## src/rtl/fetch_queue.sv

```systemverilog
// In-order IF->ID instruction queue: pairs fetch metadata with in-order imem
// responses, hands completed entries to ID, and sheds in-flight fetches on flush.
package fetch_pkg;
    typedef struct packed {
        logic [31:0] pc_s;
        logic [31:0] pc_next_s;
        logic [63:0] order_s;
        logic        valid_s;
    } if_id_stage_reg_t;
endpackage

module fetch_queue
    import fetch_pkg::*;
#(
    parameter int DEPTH = 4
) (
    input  logic             clk,
    input  logic             rst,
    input  if_id_stage_reg_t if_id_reg,
    input  logic [31:0]      imem_rdata,
    input  logic             imem_resp,
    input  logic             flush,
    output logic             fetch_stall,
    output logic             id_valid,
    input  logic             id_ready,
    output logic [31:0]      id_pc,
    output logic [31:0]      id_pc_next,
    output logic [63:0]      id_order,
    output logic [31:0]      id_inst
);
    localparam int AW = $clog2(DEPTH);
    localparam int CW = $clog2(DEPTH + 1);

    logic [DEPTH-1:0] busy;
    logic [DEPTH-1:0] done;
    logic [31:0]      pc_q      [DEPTH];
    logic [31:0]      pc_next_q [DEPTH];
    logic [63:0]      order_q   [DEPTH];
    logic [31:0]      inst_q    [DEPTH];

    logic [AW-1:0] head;
    logic [AW-1:0] tail;
    logic [AW-1:0] resp;
    logic [CW-1:0] count;
    logic [CW-1:0] wait_cnt;
    logic [CW-1:0] discard_cnt;

    logic [CW:0] in_flight;
    logic        issue;
    logic        enq;
    logic        resp_drop;
    logic        resp_take;
    logic        resp_any;
    logic        deq;
    logic [CW-1:0] discard_next;

    // Stall counts queued entries plus orphaned responses still owed by imem.
    assign in_flight   = {1'b0, count} + {1'b0, discard_cnt};
    assign fetch_stall = in_flight >= (CW+1)'(DEPTH);

    assign issue     = if_id_reg.valid_s && !fetch_stall;
    assign enq       = issue && !flush;
    assign resp_drop = imem_resp && (discard_cnt != '0);
    assign resp_take = imem_resp && (discard_cnt == '0) && (wait_cnt != '0);
    assign resp_any  = resp_drop || resp_take;

    assign id_valid   = busy[head] && done[head];
    assign deq        = id_valid && id_ready;
    assign id_pc      = pc_q[head];
    assign id_pc_next = pc_next_q[head];
    assign id_order   = order_q[head];
    assign id_inst    = inst_q[head];

    always_comb begin
        discard_next = discard_cnt;
        if (flush) begin
            discard_next = discard_cnt + wait_cnt + CW'(issue) - CW'(resp_any);
        end else if (resp_drop) begin
            discard_next = discard_cnt - CW'(1);
        end
    end

    always_ff @(posedge clk) begin
        if (rst) begin
            busy        <= '0;
            done        <= '0;
            head        <= '0;
            tail        <= '0;
            resp        <= '0;
            count       <= '0;
            wait_cnt    <= '0;
            discard_cnt <= '0;
            for (int i = 0; i < DEPTH; i++) begin
                pc_q[i]      <= '0;
                pc_next_q[i] <= '0;
                order_q[i]   <= '0;
                inst_q[i]    <= '0;
            end
        end else if (flush) begin
            busy        <= '0;
            done        <= '0;
            head        <= '0;
            tail        <= '0;
            resp        <= '0;
            count       <= '0;
            wait_cnt    <= '0;
            discard_cnt <= discard_next;
        end else begin
            discard_cnt <= discard_next;
            count       <= count + CW'(enq) - CW'(deq);
            wait_cnt    <= wait_cnt + CW'(enq) - CW'(resp_take);
            if (enq) begin
                busy[tail]      <= 1'b1;
                done[tail]      <= 1'b0;
                pc_q[tail]      <= if_id_reg.pc_s;
                pc_next_q[tail] <= if_id_reg.pc_next_s;
                order_q[tail]   <= if_id_reg.order_s;
                tail            <= tail + AW'(1);
            end
            if (resp_take) begin
                done[resp]   <= 1'b1;
                inst_q[resp] <= imem_rdata;
                resp         <= resp + AW'(1);
            end
            // Enqueue cannot hit the head slot while a dequeue is pending there:
            // a full queue stalls IF.
            if (deq) begin
                busy[head] <= 1'b0;
                done[head] <= 1'b0;
                head       <= head + AW'(1);
            end
        end
    end
endmodule

```

## config.mk

```make
export PLATFORM = sky130hd
export DESIGN_NAME = fetch_queue
export DESIGN_NICKNAME = d
export VERILOG_FILES = /design/src/rtl/fetch_queue.sv
export SDC_FILE = /design/constraint.sdc
export NUM_CORES = 1
export LEC_CHECK = 0
export ABC_AREA = 1
export ABC_CLOCK_PERIOD_IN_PS = 21000
export CAP_MARGIN = 5
export CORE_MARGIN = 5
export CORE_UTILIZATION = 61
export DETAILED_ROUTE_END_ITERATION = 10
export PLACE_DENSITY_LB_ADDON = 0.05
export SETUP_SLACK_MARGIN = 0.15
export SLEW_MARGIN = 20
export SYNTH_ARGS = -nofsm -noshare
export SYNTH_HDL_FRONTEND = slang
export SYNTH_SLANG_ARGS = --single-unit
```

## constraint.sdc

```tcl
create_clock -name clk -period 21 [get_ports clk]
set_clock_uncertainty 0.15 [all_clocks]
set_input_delay 4.2 -clock clk [delete_from_list [all_inputs] [get_ports clk]]
set_output_delay 4.2 -clock clk [all_outputs]
set_load 0.05 [all_outputs]
```

==> reports/qor.txt <==
Syn Inst Count - 2,675
outcome - complete, no violations
Hold Crit Depth - 2
initial antenna violation count - 8
RSZ-0062 raised after global routing - false
post-synthesis cell area - 0.0290 mm2
routed vias/inst - 5.87
clock sinks - 665
total chip power - 3.02 mW
Nets - 3,098
Die ar. - 0.0520 mm2
remaining antenna violation count - 0
Finished Layout Cells - 3,574
Required @ worst endpoint - 16.65 ns
final setup fails - 0
CTS root buffer - clkbuf_16
grt total ovfl - 0
Starting Density - 61.3%
FFs w/ async S/R, synth - 0%
# port buffers - 327
gpl congestion - 0.827
drt total wl - 75,800 um
placed inst area - 0.0325 mm2
Synth Register Bits - 665
Slew @ Worst Pin - 1.17 ns
Clk Latency, worst-skew pair - 0.59 ns
nature of the critical path startpoint - flip-flop
peak fanout along the critical path - 118
Placed Cells incl. Taps - 3,450
fin crit period - 9.03 ns
Ports - 328
MaxCap Viol Count - 0
Worst slew margin - 21.8%
Tot GR Track Use - 28.4%
Max stage delay on crit path - 0.86 ns
Post CTS Setup Buffer Count - 0
Peak Freq - 0.111 GHz
hold_buf cts - 0
Area Overhead vs Synth - 19.6%
Tcrit/Tclk final - 43.0%
EDFF count, synth - 640
crit-path cells - buf_16 -> buf_4 -> buf_6 -> o21ai_0 -> o22ai_1 -> clkdlybuf4s50_1
Die Width - 228 um
Setup Total Neg Slack - 0 ns
Initial DRC Count - 2,236
commonest cells in the synthesized netlist - nor2_1 (787), edfxtp_1 (640), o21ai_0 (329)
worst hold path type - reg -> reg
first-pass GRT wire length - 117,000 um
vias in the first global route - 21,100
dpl hpwl - 42,100 um
Mapped Nets - 2,867
Critical Path AT - 4.68 ns
dominant synthesized flop cell - edfxtp_1
PwrDens - 86.9 mW/mm2
CP Capture Type - output port
CTS Buf Count - 68
largest cells by area after synthesis - edfxtp_1 (66%), nor2_1 (10%), o21ai_0 (5.7%), o22ai_1 (3.5%), inv_1 (3.0%)
Netlist cell types - 28
top-count cell post-synth - nor2_1
Rows - 80
setup slack at placement - 12.08 ns
die height - 228 um
Slowest-stage cell, CP - clkdlybuf4s50_1
P_leak - 13.5 nW
Via Count - 21,000
Yosys top cell by area - edfxtp_1
Setup Crit Path Kind - reg -> out
R2R cell count - 9
Syn Area/Cell - 10.8 um2
largest vdd supply drop - 0.0741 mV
Yosys warnings - 0
largest net degree at the start of global routing - 209
core area - 0.0473 mm2
post-route cell area - 0.0347 mm2
Setup WS post-layout - 11.97 ns
# resized after CTS - 0
WL/cell - 21.2 um
Fillers - 3,339
Fin. Hold Viols - 0
DR DRC count - 0
Worst-path clk slew - 0.06 ns
layout cells sized above 1 - 6.23%
htree depth - 3
clock buffer depth - 3
CTS tree - done
post-synthesis sequential area ratio - 68.0%
Initial DRT Pass Iterations - 5
count of pins over their slew limit - 0
post-synth top area share - 66.2%
[per-stage QoR]
| stage | util (%) | hold slack [ns] |
|---|---|---|
| after floorplan | - | 0.273 |
| after global placement | 68.6 | 0.282 |
| after detailed placement | 68.7 | 0.302 |
| after CTS | 73.2 | 0.309 |
| after global routing | 73.3 | 0.327 |
| final | 73.3 | 0.306 |
[power by group]
| group | switching [mW] | internal (mW) |
|---|---|---|
| sequential | 0.0189 | 1.52 |
| clock | 0.482 | 0.693 |
| combinational | 0.208 | 0.0913 |
[state kept, by name, summed over array words and instances (netlist names), named ones only]
signal,cells
count,3
tail,2
done,4
resp,2
wait_cnt,3
pc_q,128
pc_next_q,128
discard_cnt,3
inst_q,128
busy,4
order_q,256
head,2
[logic make-up after synthesis]
kind of cell             count (synthesis)  synth area share, %
adder cells (fa/ha/maj)                 26                 1.22
AND/OR/NAND/NOR                       1047                 15.3
buffers and inverters                  425                 5.89
flip-flops                             665                 68.0
XOR/XNOR                                 5                0.151
AO/OA/AOI/OAI                          507                 9.45
[cell type report]
type | instances | area [um2] | area share, %
diodes | 5 | 12.5 | 0.0360
clock buffers | 92 | 1900 | 5.47
clock inverters | 26 | 244 | 0.703
inverters | 233 | 900 | 2.59
multi-input cells | 1585 | 7640 | 22.0
flip-flops and latches | 665 | 19700 | 56.8
well taps | 615 | 769 | 2.22
repair buffers | 353 | 3520 | 10.1
[worst max-delay path, delay by kind of cell (launching register included)]
kind | cells | cell delay [ns]
AO/OA/AOI/OAI | 2 | 0.54
flip-flops | 1 | 0.63
buffers and inverters | 4 | 2.71
[routing by layer]
metal	part of all wire [%]	global-route usage (%)	vias up
met5	0.066	0	-
met4	3.3	11.8	6
met3	8.1	5.05	140
met2	50	47.3	925
met1	39	37.3	10200
li1	-	-	9684
[final timing paths]
check,slack (ns),to,from
worst min register to register,0.31,busy[0],busy[0]
worst max-delay path,11.97,id_pc[21],flip-flop
worst max register to register,16.14,pc_q[1][4],discard_cnt[2]
worst min-delay path,0.31,busy[0],busy[0]
[cell usage in the layout (no fill, tap or decap), types with 3 or more instances in the layout]
cell type / synthesis / routed
bufinv_16: 0 / 5
clkinv_1: 1 / 10
clkdlybuf4s50_1: 0 / 327
a21oi_1: 16 / 16
ha_1: 22 / 22
nor3_2: 43 / 43
o22ai_1: 161 / 161
clkinv_2: 0 / 12
buf_4: 2 / 21
edfxtp_1: 640 / 640
o21ai_0: 329 / 327
clkbuf_16: 0 / 73
nand2_1: 68 / 66
nor2_1: 787 / 787
nor3_1: 118 / 118
diode_2: 0 / 5
or2_2: 3 / 3
nand3_1: 11 / 10
inv_1: 230 / 227
buf_6: 3 / 3
nor2_4: 4 / 4
fa_1: 4 / 4
clkbuf_1: 114 / 19
xnor2_1: 5 / 5
nand4_1: 8 / 8
dfxtp_1: 25 / 23
Power figures use the tool's default switching activity.
==> RTL edit (config.mk and constraints unchanged) <==
The parameter `DEPTH` goes from 4 to 2.
--- a/src/rtl/fetch_queue.sv
+++ b/src/rtl/fetch_queue.sv
@@ -13,5 +13,5 @@
     import fetch_pkg::*;
 #(
-    parameter int DEPTH = 4
+    parameter int DEPTH = 2
 ) (
     input  logic             clk,
Behaviour: not the same (a bounded check fails within 4 cycles, from zero or initial values and one cycle with rst high).
==> RTL edit against the unedited design <==
Synthesized area is 47% lower; design area is 43% lower; power is 47% lower; routed wire length is 57% lower; sequential cell count is 331 lower; critical path depth is 3 lower; setup slack better by 1.6 ns; synthesized cell count is 58% lower; critical endpoint is now id_pc[8]; largest power group unchanged.
==> RTL edit: results (changes against the unedited design) <==
GR Util met2 38.6% (was 47.3%); min-delay src busy[1]$_SDFF_PP0_ (was busy[0]$_SDFF_PP0_); Post-Route WL 32.8 mm (was 75.8 mm); met3 usage 7.34% (was 5.05%); clk root buf clkbuf_16 (unchanged); largest cells by area after synthesis edfxtp_1 (63%), mux2_2 (12%), nor2_4 (7.5%) (was edfxtp_1 (66%), nor2_1 (10%), o21ai_0 (5.7%)); r2r endpoint order_q[0][28]$_SDFFCE_PN0P_ (was pc_q[1][4]$_SDFFCE_PN0P_); Distinct cells, synth 23 (was 28); VDD IR max 0.0995 mV (was 0.0741 mV); Worst Hold End busy[1]$_SDFF_PP0_ (was busy[0]$_SDFF_PP0_); metal2 WL 16.6 mm (was 37.6 mm); largest net degree at the start of global routing 74 (was 209); CTS resizes 0 (unchanged); slowest stage delay, CP 0.89 ns (was 0.86 ns); first-pass GRT wire length 50.5 mm (was 117 mm); DP Wirelength 21.4 mm (was 42.1 mm); Net Count, Synth 1301 (was 2867); Max Buffers Root-to-Sink 3 (unchanged); core area 24500 um^2 (was 47300 um^2); worst skew pair latency 0.50 ns (was 0.59 ns); reg-to-reg slack, setup 17.06 ns (was 16.14 ns); R2R Path Start count[0]$_SDFF_PP0_ (was discard_cnt[2]$_SDFFE_PP0P_); CTS H-tree lvls 2 (was 3); Post-synth top cells edfxtp_1 (320), nor2_1 (222), inv_1 (181) (was nor2_1 (787), edfxtp_1 (640), o21ai_0 (329)); Worst Path Max Fanout 73 (was 118); number of fill cells 1487 (was 3339); 1st-iter DRT viols 734 (was 2236); CTS Buf Count 35 (was 68); Post-synth EDFFs 320 (was 640); initial antenna violation count 4 (was 8); Met3 Wirelength 2.93 mm (was 6.14 mm); Pleak 0.00782 uW (was 0.0135 uW); met1 Use GR 27.6% (was 37.3%); vias per cell 5.08 (was 5.87); max reg flops 128 (was 256); routability cong. 0.822 (was 0.827); WHS Path Cells 2 (unchanged); number of setup buffers added after CTS 0 (unchanged); final core occ 80.3% (was 73.3%); r2r worst-path depth 10 (was 9); ratio of cells with drive above 1 in the final layout 22.7% (was 6.23%); drt first pass iters 4 (was 5); min-delay worst type reg -> reg (unchanged); Final nets 1624 (was 3098); Worst EP arrival 3.11 ns (was 4.68 ns); Slew @ Worst Pin 1.01 ns (was 1.17 ns); Seq/Total Area, Yosys 64.9% (was 68.0%); crit path to id_pc[8] (was id_pc[21]); vias in the first global route 9540 (was 21135); uppermost layer routed met5 (unchanged); Overall Global Routing Usage 22.7% (was 28.4%); met1 wire length 12.3 mm (was 29.5 mm); # port buffers 327 (unchanged); status completed (unchanged)
==> RTL edit: cell types whose count changed after synthesis, moves of 118 or more <==
cell,unedited run,this run
o22ai_1,161,0
edfxtp_1,640,320
o21ai_0,329,4
nor3_1,118,0
mux2_2,0,160
nor2_1,787,222
==> RTL edit: worst register-to-register path, cell delays in order, from the launching register on <==
cell     delay [ns]
dfxtp_1        0.32
nand2_1        0.07
inv_1          0.05
fa_1           0.52
nor2_4         0.07
nand3_2        0.09
or2_4          0.16
or2_4          0.54
buf_4          0.77
buf_4          0.86
nor2_4         0.05
==> RTL edit: power by group <==
group | switching (uW) | internal [uW] | leakage, uW
logic | 153 | 90.4 | 0.00386
clock network | 236 | 329 | 0.000513
registers | 8.98 | 767 | 0.00345
total | 398 | 1190 | 0.00782
==> RTL edit: logic make-up after synthesis <==
logic type | Yosys count | share of synthesized area, %
adders and majority gates | 8 | 0.756
buffers and inverters | 234 | 7.29
muxes | 160 | 11.8
xor gates and xnor gates | 3 | 0.172
AOI/OAI and AO/OA | 16 | 0.526
DFF | 334 | 64.9
and+or+nand+nor | 372 | 14.5
==> RTL edit: area by class of cell <==
class / count / area share (%)
flip-flops and latches: 334 / 50.4
multi-input cells: 559 / 21.7
repair buffers: 338 / 17.1
clock buffers: 40 / 4.77
inverters: 182 / 3.48
well taps: 324 / 2.06
clock inverters: 20 / 0.542
diodes: 1 / 0.0127
==> RTL edit: per-stage QoR <==
step	total power (uW)	std cells	instance area (um^2)	hold slack [ns]	setup slack, ns
after floorplan	946	1127	15200	0.281	12.95
after global placement	1030	1737	18600	0.293	13.22
after detailed placement	1030	1737	18600	0.292	13.18
after CTS	1600	1797	19600	0.301	13.47
after global routing	1640	1798	19600	0.334	13.37
final	1580	1798	19600	0.300	13.54
